## config.mk

```make
export PLATFORM = sky130hd
export DESIGN_NAME = multicycle_control
export DESIGN_NICKNAME = d
export VERILOG_FILES = /design/src/rtl/multicycle_control.sv
export SDC_FILE = /design/constraint.sdc
export NUM_CORES = 1
export LEC_CHECK = 0
export ABC_AREA = 1
export BUFFER_PORTS_ARGS = -buffer_cell sky130_fd_sc_hd__buf_4
export CORE_MARGIN = 1
export CORE_UTILIZATION = 47
export CTS_CLUSTER_SIZE = 25
export DETAILED_ROUTE_END_ITERATION = 10
export PLACE_DENSITY = 0.86
export RECOVER_POWER = 25
export SLEW_MARGIN = 15
export SYNTH_ARGS = -nofsm -noshare
export SYNTH_HDL_FRONTEND = slang
export SYNTH_SLANG_ARGS = --single-unit
```

## constraint.sdc

```tcl
create_clock -name clk -period 2.1 [get_ports clk]
set_input_delay 0.42 -clock clk [delete_from_list [all_inputs] [get_ports clk]]
set_output_delay 0.42 -clock clk [all_outputs]
set_load 0.005 [all_outputs]
```

## src/rtl/multicycle_control.sv

```systemverilog
// Main controller for a multi-cycle MIPS datapath.
// Moore-style sequencer: the outputs decode the current state, and a few of them also use mem_ready.
// The R-type ALU code is captured in DECODE so that EXEC does not depend on Funct later.
module multicycle_control #(
    parameter logic [2:0] ALU_ADD = 3'b010,
    parameter logic [2:0] ALU_SUB = 3'b110,
    parameter logic [2:0] ALU_AND = 3'b000,
    parameter logic [2:0] ALU_OR  = 3'b001,
    parameter logic [2:0] ALU_SLT = 3'b111
) (
    input  logic       clk,
    input  logic       rst,
    input  logic [5:0] Op,
    input  logic [5:0] Funct,
    input  logic       mem_ready,
    output logic       PCWrite,
    output logic       Branch,
    output logic       IorD,
    output logic       MemWrite,
    output logic       IRWrite,
    output logic       RegDst,
    output logic       MemtoReg,
    output logic       RegWrite,
    output logic       ALUSrcA,
    output logic [1:0] ALUSrcB,
    output logic [1:0] PCSrc,
    output logic [2:0] ALUControl,
    output logic       illegal,
    output logic [3:0] state
);

    localparam logic [5:0] OP_RTYPE = 6'b000000;
    localparam logic [5:0] OP_LW    = 6'b100011;
    localparam logic [5:0] OP_SW    = 6'b101011;
    localparam logic [5:0] OP_BEQ   = 6'b000100;
    localparam logic [5:0] OP_ADDI  = 6'b001000;
    localparam logic [5:0] OP_J     = 6'b000010;

    localparam logic [5:0] FN_ADD = 6'b100000;
    localparam logic [5:0] FN_SUB = 6'b100010;
    localparam logic [5:0] FN_AND = 6'b100100;
    localparam logic [5:0] FN_OR  = 6'b100101;
    localparam logic [5:0] FN_SLT = 6'b101010;

    typedef enum logic [3:0] {
        FETCH  = 4'd0,
        DECODE = 4'd1,
        MEMADR = 4'd2,
        MEMRD  = 4'd3,
        MEMWB  = 4'd4,
        MEMWR  = 4'd5,
        EXEC   = 4'd6,
        ALUWB  = 4'd7,
        BRANCH = 4'd8,
        ADDIEX = 4'd9,
        ADDIWB = 4'd10,
        JUMP   = 4'd11
    } state_t;

    state_t     cur_state;
    state_t     next_state;
    logic [2:0] funct_alu;
    logic       funct_ok;
    logic [2:0] rtype_alu;

    assign state = cur_state;

    // Map Funct to an ALU code and flag the unsupported encodings
    always_comb begin
        funct_alu = ALU_ADD;
        funct_ok  = 1'b1;
        case (Funct)
            FN_ADD:  funct_alu = ALU_ADD;
            FN_SUB:  funct_alu = ALU_SUB;
            FN_AND:  funct_alu = ALU_AND;
            FN_OR:   funct_alu = ALU_OR;
            FN_SLT:  funct_alu = ALU_SLT;
            default: funct_ok  = 1'b0;
        endcase
    end

    // State register and the R-type ALU code captured in DECODE
    always_ff @(posedge clk) begin
        if (rst) begin
            cur_state <= FETCH;
            rtype_alu <= ALU_ADD;
        end else begin
            cur_state <= next_state;
            if (cur_state == DECODE) begin
                rtype_alu <= funct_alu;
            end
        end
    end

    // Next-state logic and output decode; reset masks every enable
    always_comb begin
        next_state = FETCH;
        PCWrite    = 1'b0;
        Branch     = 1'b0;
        IorD       = 1'b0;
        MemWrite   = 1'b0;
        IRWrite    = 1'b0;
        RegDst     = 1'b0;
        MemtoReg   = 1'b0;
        RegWrite   = 1'b0;
        ALUSrcA    = 1'b0;
        ALUSrcB    = 2'b00;
        PCSrc      = 2'b00;
        ALUControl = 3'b000;
        illegal    = 1'b0;

        case (cur_state)
            FETCH: begin
                ALUSrcB    = 2'b01;
                ALUControl = ALU_ADD;
                IRWrite    = mem_ready;
                PCWrite    = mem_ready;
                next_state = mem_ready ? DECODE : FETCH;
            end
            DECODE: begin
                ALUSrcB    = 2'b11;
                ALUControl = ALU_ADD;
                case (Op)
                    OP_LW, OP_SW: next_state = MEMADR;
                    OP_RTYPE: begin
                        if (funct_ok) begin
                            next_state = EXEC;
                        end else begin
                            illegal    = 1'b1;
                            next_state = FETCH;
                        end
                    end
                    OP_BEQ:  next_state = BRANCH;
                    OP_ADDI: next_state = ADDIEX;
                    OP_J:    next_state = JUMP;
                    default: begin
                        illegal    = 1'b1;
                        next_state = FETCH;
                    end
                endcase
            end
            MEMADR: begin
                ALUSrcA    = 1'b1;
                ALUSrcB    = 2'b10;
                ALUControl = ALU_ADD;
                next_state = (Op == OP_SW) ? MEMWR : MEMRD;
            end
            MEMRD: begin
                IorD       = 1'b1;
                next_state = mem_ready ? MEMWB : MEMRD;
            end
            MEMWB: begin
                MemtoReg   = 1'b1;
                RegWrite   = 1'b1;
                next_state = FETCH;
            end
            MEMWR: begin
                IorD       = 1'b1;
                MemWrite   = 1'b1;
                next_state = mem_ready ? FETCH : MEMWR;
            end
            EXEC: begin
                ALUSrcA    = 1'b1;
                ALUControl = rtype_alu;
                next_state = ALUWB;
            end
            ALUWB: begin
                RegDst     = 1'b1;
                RegWrite   = 1'b1;
                next_state = FETCH;
            end
            BRANCH: begin
                ALUSrcA    = 1'b1;
                ALUControl = ALU_SUB;
                PCSrc      = 2'b01;
                Branch     = 1'b1;
                next_state = FETCH;
            end
            ADDIEX: begin
                ALUSrcA    = 1'b1;
                ALUSrcB    = 2'b10;
                ALUControl = ALU_ADD;
                next_state = ADDIWB;
            end
            ADDIWB: begin
                RegWrite   = 1'b1;
                next_state = FETCH;
            end
            JUMP: begin
                PCSrc      = 2'b10;
                PCWrite    = 1'b1;
                next_state = FETCH;
            end
            default: next_state = FETCH;
        endcase

        if (rst) begin
            PCWrite  = 1'b0;
            Branch   = 1'b0;
            MemWrite = 1'b0;
            IRWrite  = 1'b0;
            RegWrite = 1'b0;
            illegal  = 1'b0;
        end
    end

endmodule

```

==> results of run 1 <==
## placed cells by master (no fill, tap or decap)
cell type,netlist,layout
a21oi_1,7,7
a31oi_1,2,2
and3_1,1,1
buf_4,0,32
clkbuf_1,0,1
clkbuf_4,0,6
dfxtp_1,7,7
inv_1,25,25
inv_2,1,1
nand2_1,25,26
nand2_4,1,1
nand3_1,16,16
nand3b_1,1,1
nand4_1,1,1
nor2_1,25,25
nor2_2,2,2
nor2_4,2,2
nor3_1,4,4
o211ai_1,1,1
o21ai_0,5,5
o31ai_1,1,1
## report_power, final
| group | internal, W | total (W) | leakage (nW) | switching [W] |
|---|---|---|---|---|
| Clock | 0.0000733 | 0.000136 | 0.0150 | 0.0000625 |
| Sequential | 0.000136 | 0.000141 | 0.0568 | 0.00000458 |
| Combinational | 0.0000431 | 0.0000894 | 0.488 | 0.0000464 |
| Total | 0.000252 | 0.000366 | 0.559 | 0.000113 |
## sequential cells by signal (all words and copies together) (netlist names)
signal and flops:
rtype_alu 3, state 4
## cells by family (layout without fill, tap and decap cells)
group | after synthesis | in the layout
buffers and inverters | 27 | 65
AO/OA/AOI/OAI | 16 | 16
flip-flops | 7 | 7
AND/OR/NAND/NOR | 79 | 79
## metal layers
| metal | wire [um] | global-route usage | vias up | share of wire |
|---|---|---|---|---|
| li1 | - | - | 483 | - |
| met4 | 36 | 0.108 | 0 | 0.018 |
| met5 | 0 | 0 | - | 0 |
| met3 | 135 | 0.0500 | 5 | 0.068 |
| met2 | 977 | 0.556 | 43 | 0.49 |
| met1 | 839 | 0.315 | 412 | 0.42 |
## critical path, stage by stage, from the launching register on
cell and delay, ps:
dfxtp_1 360, nor2_2 180, inv_1 140, nor2_1 180
nand2_1 110, o21ai_0 170, buf_4 130
## worst max path at each step
| stage | start | endpoint | slack [ps] | cells after the start |
|---|---|---|---|---|
| 2_1_floorplan | state[1] | ALUControl[1] | 650 | 6 |
| 3_3_place_gp | Op[4] | illegal | 420 | 8 |
| 3_5_place_dp | Funct[4] | illegal | 370 | 10 |
| 4_1_cts | state[2] | PCWrite | 150 | 6 |
| 5_1_grt | state[2] | PCWrite | 70 | 6 |
| 6_report | state[2] | PCWrite | 140 | 6 |
## through the flow
| step | util | hold WS (ps) | power [W] | area (um2) |
|---|---|---|---|---|
| after floorplan | - | 453 | 0.000186 | 689 |
| after global placement | 0.725 | 467 | 0.000230 | 967 |
| after detailed placement | 0.725 | 470 | 0.000233 | 967 |
| final | 0.743 | 403 | 0.000366 | 991 |
| after CTS | 0.745 | 398 | 0.000365 | 993 |
| after global routing | 0.743 | 416 | 0.000383 | 991 |
## final cells by class
class / count / area [um2] / area share
flip-flops and latches: 7 / 140 / 0.141
inverters: 26 / 97.6 / 0.0985
well taps: 15 / 18.8 / 0.0189
multi-input cells: 95 / 445 / 0.449
repair buffers: 35 / 263 / 0.265
clock buffers: 4 / 26.3 / 0.0265
==> results.md, run 1 <==
- Seq cells post-synth: 7
- Die area: about 1600 um2
- Synth area leader: dfxtp_1
- R2R cell count: 6
- Clock sink total: 7
- Tcrit/Tclk final: 0.934
- Synth Area per Inst: roughly 5.3 um2
- Core Region: about 1300 um2
- Critical-path maximum fanout: 6
- Post-synthesis sequential area ratio: 0.203
- # DRC: 0
- DR vias/cell: a little over 5
- Leakage power: 0.559 nW
- Synth cell count leaders: inv_1, nand2_1, nor2_1
- Hold Violations, Final: 0
- RR Endpoint: rtype_alu[0]
- Main flop type after synthesis: dfxtp_1
- Fraction of the mapped netlist area in simple logic gates: 0.523
- MaxCap Viol Count: 0
- Maximum number of pins on one net before global-route repair: 11
- Initial core utilization: 0.517
- Wire per inst: between 10 and 15 um
- Nets: between 150 and 200
- Mux share of post-synthesis cell area: 0
- Vias in the first global route: a little over 800
- Main combinational cell family by area after synthesis: simple AND/OR/NAND/NOR gates
- RSZ-0062 raised after global routing: false
- Pwr dens: between 300 and 400 nW/um2
- Total negative setup slack: 0 ps
- Setup WS pre-CTS: 372 ps
- Peak VDD IR: 270 uV
- Critical path class: reg -> out
- Crit path time final: 1960 ps
- Routability cong.: around 0.83
- Ys async rst share: 0
- Distinct cells, synth: 20
- Initial antenna violation count: 0
- Number of CTS-inserted buffers: 3
- Final setup margin: approximately 140 ps
- Die Ht: about 40 um
- GRT overflow: 0
- Total GRT Usage: 0.292
- Worst Hold Depth: 2
- Worst slew pin tran: roughly 320 ps
- Clk slew on worst S/H paths: roughly 60 ps
- HPWL after DPL: approximately 1600 um
- Hold_buf cts: 0
- Post-synth EDFFs: 0
- Clk_lat worst skew: between 200 and 300 ps
- Worst setup SP type: flop
- CTS root buffer: clkbuf_4
- Synth area leaders: dfxtp_1, inv_1, nand2_1, nor2_1, nand3_1
- Xor/xnor share of the synthesized area: 0
- Complex-gate fraction of the synthesized area: 0.127
- Mapped Nets: 144
- Synth Warn #: 0
- Reg2reg start: state[2]
- Post-CTS Setup Repair Bufs: 0
- Fill cells: roughly 130
- # port buffers: 35
- # diodes: 0
- Slew Limit Headroom: 0.784
- Post-Synthesis Cells: roughly 130
- CTS tree: done
- Critical Path RT: ~1700 ps
- Die Wd: just over 40 um
- Clock skew: 5.07 ps
- CTS Buffer Depth: 2
- Ratio of cells with drive above 1 in the final layout: 0.263
- H-tree level count: 1
- Critical hold path startpoint: rst
- Status: finished clean
- F_max: 0.510 GHz
- Post-synth top area share: 0.203
- Final setup viols: 0
- Post-Synth Adder-Cell Area: 0
- Critical path endpoint category: output pin
- Post-CTS Resized: 0
- Hold path endpoint: rtype_alu[2]
- Hold Crit Class: in -> reg
- Via Count: approximately 940
- Remaining antenna violation count: 0
- Drt first-iter violations: 28
- R2R Setup Slk: around 840 ps
- Final WL: ~2000 um
- First-pass GRT wire length: between 3000 and 4000 um
- Top Ports: 36
- Cell area after synthesis: slightly below 700 um2
- Num rows: 13
- Layout Cells excl Fill: roughly 180
- Critical Path AT: 1540 ps
- Drt first pass iters: 4
- Max-slew violation total from the final report: 0
- Dpl cells: 178
- Area Growth Syn to Fin: 43.7%
(Power assumes the default switching activity.)
==> run 2, diff against run 1 <==
--- a/config.mk
+++ b/config.mk
@@ -8,10 +8,10 @@
 export ABC_AREA = 1
 export BUFFER_PORTS_ARGS = -buffer_cell sky130_fd_sc_hd__buf_4
 export CORE_MARGIN = 1
-export CORE_UTILIZATION = 47
+export CORE_UTILIZATION = 35
 export CTS_CLUSTER_SIZE = 25
 export DETAILED_ROUTE_END_ITERATION = 10
-export PLACE_DENSITY = 0.86
+export PLACE_DENSITY = 0.68
 export RECOVER_POWER = 25
 export SLEW_MARGIN = 15
 export SYNTH_ARGS = -nofsm -noshare
==> run 2 against run 1 <==
Against the previous run: cell count is 5.5% higher; combinational power hardly changed; flip-flop and latch count stayed put; register-to-register slack hardly changed; non-clock buffer count stayed put; final area is 1.8% higher; critical path depth is 1 higher; global-route usage is 8.5 points lower; wire length is 1.8% lower; fmax hardly changed; critical endpoint is now ALUControl[1].
==> results.md, run 2 (synthesis results as in run 1) <==
- Critical-path maximum fanout: 6 (unchanged)
- Max-slew violation total from the final report: 0 (unchanged)
- Final design utilization: 0.566 (was 0.743)
- Buf/Inv on CP: 2 (unchanged)
- Hold Violations, Final: 0 (unchanged)
- # DRC: 0 (unchanged)
- CTS root buffer: clkbuf_4 (unchanged)
- # diodes: 0 (unchanged)
- Worst slew pin tran: 340 ps (was 323 ps)
- Crit-path cells: inv_2, nor2_4, nand2_1, a21oi_1, nor2_1, nand3_1, buf_4 (was nor2_2, inv_1, nor2_1, nand2_1, o21ai_0, buf_4)
- CTS Buffer Depth: 2 (unchanged)
- Initial antenna violation count: 0 (unchanged)
- Slew Limit Headroom: 0.773 (was 0.784)
- Maximum number of pins on one net before global-route repair: 11 (unchanged)
- First-pass GRT wire length: 3150 um (was 3190 um)
- Placed inst area: 980 um2 (was 967 um2)
- Pwr dens: 360 nW/um2 (was 369 nW/um2)
- Num rows: 15 (was 13)
- Post-route cell area: 1010 um2 (was 991 um2)
- Die Wd: 46.4 um (was 40.3 um)
- HPWL after DPL: 1650 um (was 1630 um)
- Clock sink total: 7 (unchanged)
- Max stage delay on crit path: 440 ps (was 360 ps)
- Area Growth Syn to Fin: 46.3% (was 43.7%)
- Power Total: 0.000363 W (was 0.000366 W)
- Dpl cells: 188 (was 178)
- Layout Cells excl Fill: 192 (was 182)
- Commonest non-fill, non-tap cell in the layout: buf_4 (unchanged)
- Leading cell types in the layout, fill and taps excluded: buf_4, inv_1, nand2_1 (was buf_4, nand2_1, inv_1, nor2_1, nand3_1)
- Leakage power: 0.561 nW (was 0.559 nW)
- Remaining antenna violation count: 0 (unchanged)
- Tcrit/Tclk final: 0.933 (was 0.934)
- Critical Path AT: 1540 ps (about the same)
- Initial core utilization: 0.387 (was 0.517)
- Total negative setup slack: 0 ps (unchanged)
- Die area: 2150 um2 (was 1620 um2)
- Number of flip-flops in the largest register: 4 (unchanged)
- Crit path time final: 1960 ps (about the same)
- Critical path endpoint category: output pin (unchanged)
- Core Region: 1780 um2 (was 1330 um2)
- Peak VDD IR: 230 uV (was 270 uV)
- Vias in the first global route: 747 (was 819)
- Critical path class: reg -> out (unchanged)
- Clk slew on worst S/H paths: 60 ps (about the same)
- DR vias/cell: 4.76 (was 5.18)
- Top Ports: 36 (unchanged)
- CTS tree: done (unchanged)
- Worst setup SP type: flop (unchanged)
- RSZ-0062 raised after global routing: false (unchanged)
- Critical Path RT: 1680 ps (about the same)
- H-tree level count: 1 (unchanged)
- Nets: 183 (unchanged)
- Die Ht: 46.4 um (was 40.3 um)
- Total GRT Usage: 0.207 (was 0.292)
- Drt first-iter violations: 7 (was 28)
- Clk_lat worst skew: 260 ps (about the same)
- Ratio of cells with drive above 1 in the final layout: 0.275 (was 0.263)
- Status: finished clean (unchanged)
- F_max: 0.510 GHz (about the same)
- Delay-heaviest family, CP: flip-flops (was simple AND/OR/NAND/NOR gates)
- Hold Crit Class: in -> reg (unchanged)
- Crit-path slowest cell: dfxtp_1 (unchanged)
- Via Count: 914 (was 943)
- Hold_buf cts: 0 (unchanged)
- MaxCap Viol Count: 0 (unchanged)
- GRT overflow: 0 (unchanged)
- # port buffers: 35 (unchanged)
- Final setup viols: 0 (unchanged)
- Wire per inst: 10.2 um (was 10.9 um)
- Final WL: 1950 um (was 1990 um)
- Number of CTS-inserted buffers: 3 (unchanged)
- Routability cong.: 0.786 (was 0.834)
- Drt first pass iters: 4 (unchanged)
- Clock skew: 4.95 ps (was 5.07 ps)
[run 2: cell types whose count changed in the layout (fill, tap and decap cells not counted)]
cell	previous run	this run
nand2_1	26	25
nand2_2	0	1
nor2_2	2	3
nor2_1	25	24
[run 2: worst reg2reg max path: cells and delay by family (launching register included)]
family	cells	cell delay, ps
and+or+nand+nor	3	510
DFF	1	360
AOI/OAI and AO/OA	1	170
buffers and inverters	1	140
[run 2: final timing paths]
check / start / slack, ps / to / depth (start not counted)
worst max-delay path: state[1] / 140 / ALUControl[1] / 7
worst min-delay path: rst / 410 / state[1] / 2
worst max register to register: state[2] / 850 / state[0] / 5
worst min register to register: rtype_alu[2] / 480 / rtype_alu[2] / 2
[run 2: final cells by class]
| class | count | area (um2) |
|---|---|---|
| flip-flops and latches | 7 | 140 |
| multi-input cells | 95 | 450 |
| inverters | 26 | 97.6 |
| fillers | 203 | 774 |
| repair buffers | 35 | 263 |
| clock buffers | 4 | 26.3 |
| well taps | 25 | 31.3 |
[run 2: metal layers]
layer	track usage	routed length, um	up-vias
li1	-	-	483
met1	0.256	875	403
met2	0.347	958	24
met3	0.0353	83	4
met4	0.0882	36	0
met5	0	0	-
[run 2: repair_timing]
action / CTS / global route
resized for setup: 0 / 1
endpoints found under the setup margin: 0 / 1
buffers inserted: 0 / 0
[run 2: power by group]
group,internal (W),leakage (nW),switching (W)
Sequential,0.000136,0.0568,0.00000482
Clock,0.0000731,0.0150,0.0000591
Combinational,0.0000433,0.489,0.0000462
[run 2: through the flow]
step           hold slack, ps  worst slack [ps]
2_1_floorplan             453               647
3_3_place_gp              469               364
3_5_place_dp              470               372
4_1_cts                   402               144
5_1_grt                   403              40.8
6_report                  406               140
==> run 3, diff against run 2 <==
--- a/config.mk
+++ b/config.mk
@@ -13,6 +13,7 @@
 export DETAILED_ROUTE_END_ITERATION = 10
 export PLACE_DENSITY = 0.68
 export RECOVER_POWER = 25
+export REMOVE_ABC_BUFFERS = 1
 export SLEW_MARGIN = 15
 export SYNTH_ARGS = -nofsm -noshare
 export SYNTH_HDL_FRONTEND = slang
==> run 3 against run 2 <==
Against the previous run: global-route usage decreased by 0.14 points; flip-flop and latch count stayed put; clock-buffer cell count did not move; via count grew 0.66%; register-to-register slack improved by 20 ps; final area down 0.12%; setup slack better by 73 ps; largest power group unchanged; die area unchanged; cell count is the same; first-iteration DRC count grew to 3.3 times the previous value.
==> results.md, run 3 (synthesis results as in run 1) <==
- Die area: 2150 um2 (unchanged)
- Ratio of cells with drive above 1 in the final layout: 0.275 (unchanged)
- DR vias/cell: 4.79 (was 4.76)
- First-pass GRT wire length: 3240 um (was 3150 um)
- # diodes: 0 (unchanged)
- Crit-path cells: nor2_2, inv_1, nor2_1, nand2_1, o21ai_0, buf_4 (was inv_2, nor2_4, nand2_1, a21oi_1, nor2_1, nand3_1, buf_4)
- Critical hold path startpoint: rst (unchanged)
- Area Growth Syn to Fin: 46.1% (was 46.3%)
- Critical path class: reg -> out (unchanged)
- Core Region: 1780 um2 (unchanged)
- Layout Cells excl Fill: 192 (unchanged)
- Hold path endpoint: state[0] (was state[1])
- Clk_lat worst skew: 260 ps (about the same)
- Reg2reg start: state[0] (was state[2])
- Drt first-iter violations: 23 (was 7)
- Max-slew violation total from the final report: 0 (unchanged)
- Power share of the clock group: 0.359 (was 0.365)
- Sw frac: 0.298 (was 0.304)
- Critical Path RT: 1680 ps (about the same)
- NetSw: 0.000107 W (was 0.000110 W)
- Clock skew: 12.7 ps (was 4.95 ps)
- Post-route cell area: 1010 um2 (about the same)
- Dpl cells: 188 (unchanged)
- Hold Crit Class: in -> reg (unchanged)
- Critical-path maximum fanout: 6 (unchanged)
- CTS root buffer: clkbuf_4 (unchanged)
- Placed inst area: 980 um2 (unchanged)
- Internal power: 0.000252 W (was 0.000253 W)
- F_max: 0.530 GHz (was 0.510 GHz)
- CTS tree: done (unchanged)
- MaxCap Viol Count: 0 (unchanged)
- Initial antenna violation count: 0 (unchanged)
- Tcrit/Tclk final: 0.899 (was 0.933)
- Total GRT Usage: 0.206 (was 0.207)
- Combinational share of power: 0.250 (was 0.247)
- R2R Setup Slk: 870 ps (was 850 ps)
- Post-CTS Setup Repair Bufs: 0 (unchanged)
- Clk slew on worst S/H paths: 60 ps (about the same)
- Slew Limit Headroom: 0.788 (was 0.773)
- Final WL: 1940 um (was 1950 um)
- Die Ht: 46.4 um (unchanged)
- Worst setup SP type: flop (unchanged)
- Number of flip-flops in the largest register: 4 (unchanged)
- CTS Buffer Depth: 2 (unchanged)
- Critical path endpoint category: output pin (unchanged)
- RSZ-0062 raised after global routing: false (unchanged)
- R2R cell count: 4 (was 5)
- Initial core utilization: 0.387 (unchanged)
- Worst Hold Depth: 2 (unchanged)
- Routability cong.: 0.890 (was 0.786)
- Pwr dens: 357 nW/um2 (was 360 nW/um2)
- Maximum number of pins on one net before global-route repair: 11 (unchanged)
- Top Ports: 36 (unchanged)
- Nets: 183 (unchanged)
- Max stage delay on crit path: 350 ps (was 440 ps)
- Vias in the first global route: 804 (was 747)
- GRT overflow: 0 (unchanged)
- Crit path time final: 1890 ps (was 1960 ps)
- Leading cell types in the layout, fill and taps excluded: buf_4, inv_1, nand2_1, nor2_1, nand3_1 (was buf_4, inv_1, nand2_1)
- # DRC: 0 (unchanged)
- Peak VDD IR: 215 uV (was 230 uV)
- Status: finished clean (unchanged)
- Hold Violations, Final: 0 (unchanged)
- Drt first pass iters: 4 (unchanged)
- RR Endpoint: state[2] (was state[0])
- Wire per inst: 10.1 um (was 10.2 um)
- Remaining antenna violation count: 0 (unchanged)
- Sequential share of power: 0.392 (was 0.389)
- H-tree level count: 1 (unchanged)
- HPWL after DPL: 1630 um (was 1650 um)
- Crit-path slowest cell: dfxtp_1 (unchanged)
- Critical Path AT: 1470 ps (was 1540 ps)
- Number of CTS-inserted buffers: 3 (unchanged)
- Num rows: 15 (unchanged)
- Clock sink total: 7 (unchanged)
- Leakage power: 0.561 nW (about the same)
- Final setup viols: 0 (unchanged)
- # port buffers: 35 (unchanged)
- Via Count: 920 (was 914)
- Worst slew pin tran: 318 ps (was 340 ps)
- Die Wd: 46.4 um (unchanged)
- Commonest non-fill, non-tap cell in the layout: buf_4 (unchanged)
- Total negative setup slack: 0 ps (unchanged)
run 3: cell count changes in the layout (fill, tap and decap cells not counted):
cell	delta
buf_4	+1
clkbuf_4	-1
dfxtp_1	-1
dfxtp_2	+1
nor2_1	+1
nor2_2	-1
run 3: metal layers:
layer | wire, um | up-vias | global-route usage
met1 | 894 | 396 | 0.261
met5 | 0 | - | 0
met4 | 29 | 0 | 0.0529
li1 | - | 487 | -
met3 | 132 | 5 | 0.0275
met2 | 886 | 32 | 0.358
run 3: timing repair:
| item | in CTS | in global routing |
|---|---|---|
| endpoints found under the setup margin | 0 | 1 |
| gates resized for setup | 0 | 1 |
| hold buffers | 0 | 0 |
run 3: worst max-delay path by stage:
stage,from,endpoint,cells after the start
global placement,Op[4],illegal,8
finish,state[2],PCWrite,6
CTS,state[1],ALUControl[1],7
floorplan,state[1],ALUControl[1],6
detailed placement,Op[4],illegal,8
global route,state[0],RegWrite,6
run 3: metrics by stage:
stage	setup WS, ps	utilization	power [W]	hold WS, ps
after floorplan	647	-	0.000184	448
after global routing	49.3	0.565	0.000381	412
after CTS	163	0.564	0.000361	409
final	213	0.565	0.000359	410
after global placement	358	0.549	0.000232	475
after detailed placement	362	0.549	0.000233	475
run 3: area by class of cell:
| type | instances | area, um2 |
|---|---|---|
| clock buffers | 4 | 26.3 |
| fillers | 201 | 776 |
| inverters | 26 | 97.6 |
| multi-input cells | 95 | 448 |
| flip-flops and latches | 7 | 141 |
| well taps | 25 | 31.3 |
| repair buffers | 35 | 263 |
run 3: worst max-delay path: cells and delay by family (launching register included):
family,cells,cell delay [ps]
AND/OR/NAND/NOR,3,420
buffers and inverters,2,260
flip-flops,1,350
AO/OA/AOI/OAI,1,170
run 3: power by group through the flow:
| stage | Sequential (W) | Combinational [W] | Clock [W] |
|---|---|---|---|
| 5_1_grt | 0.000142 | 0.000101 | 0.000138 |
| 2_1_floorplan | 0.000143 | 0.0000402 | 0 |
| 3_3_place_gp | 0.000144 | 0.0000879 | 0 |
| 4_1_cts | 0.000141 | 0.0000899 | 0.000130 |
| 6_report | 0.000141 | 0.0000898 | 0.000129 |
| 3_5_place_dp | 0.000144 | 0.0000896 | 0 |
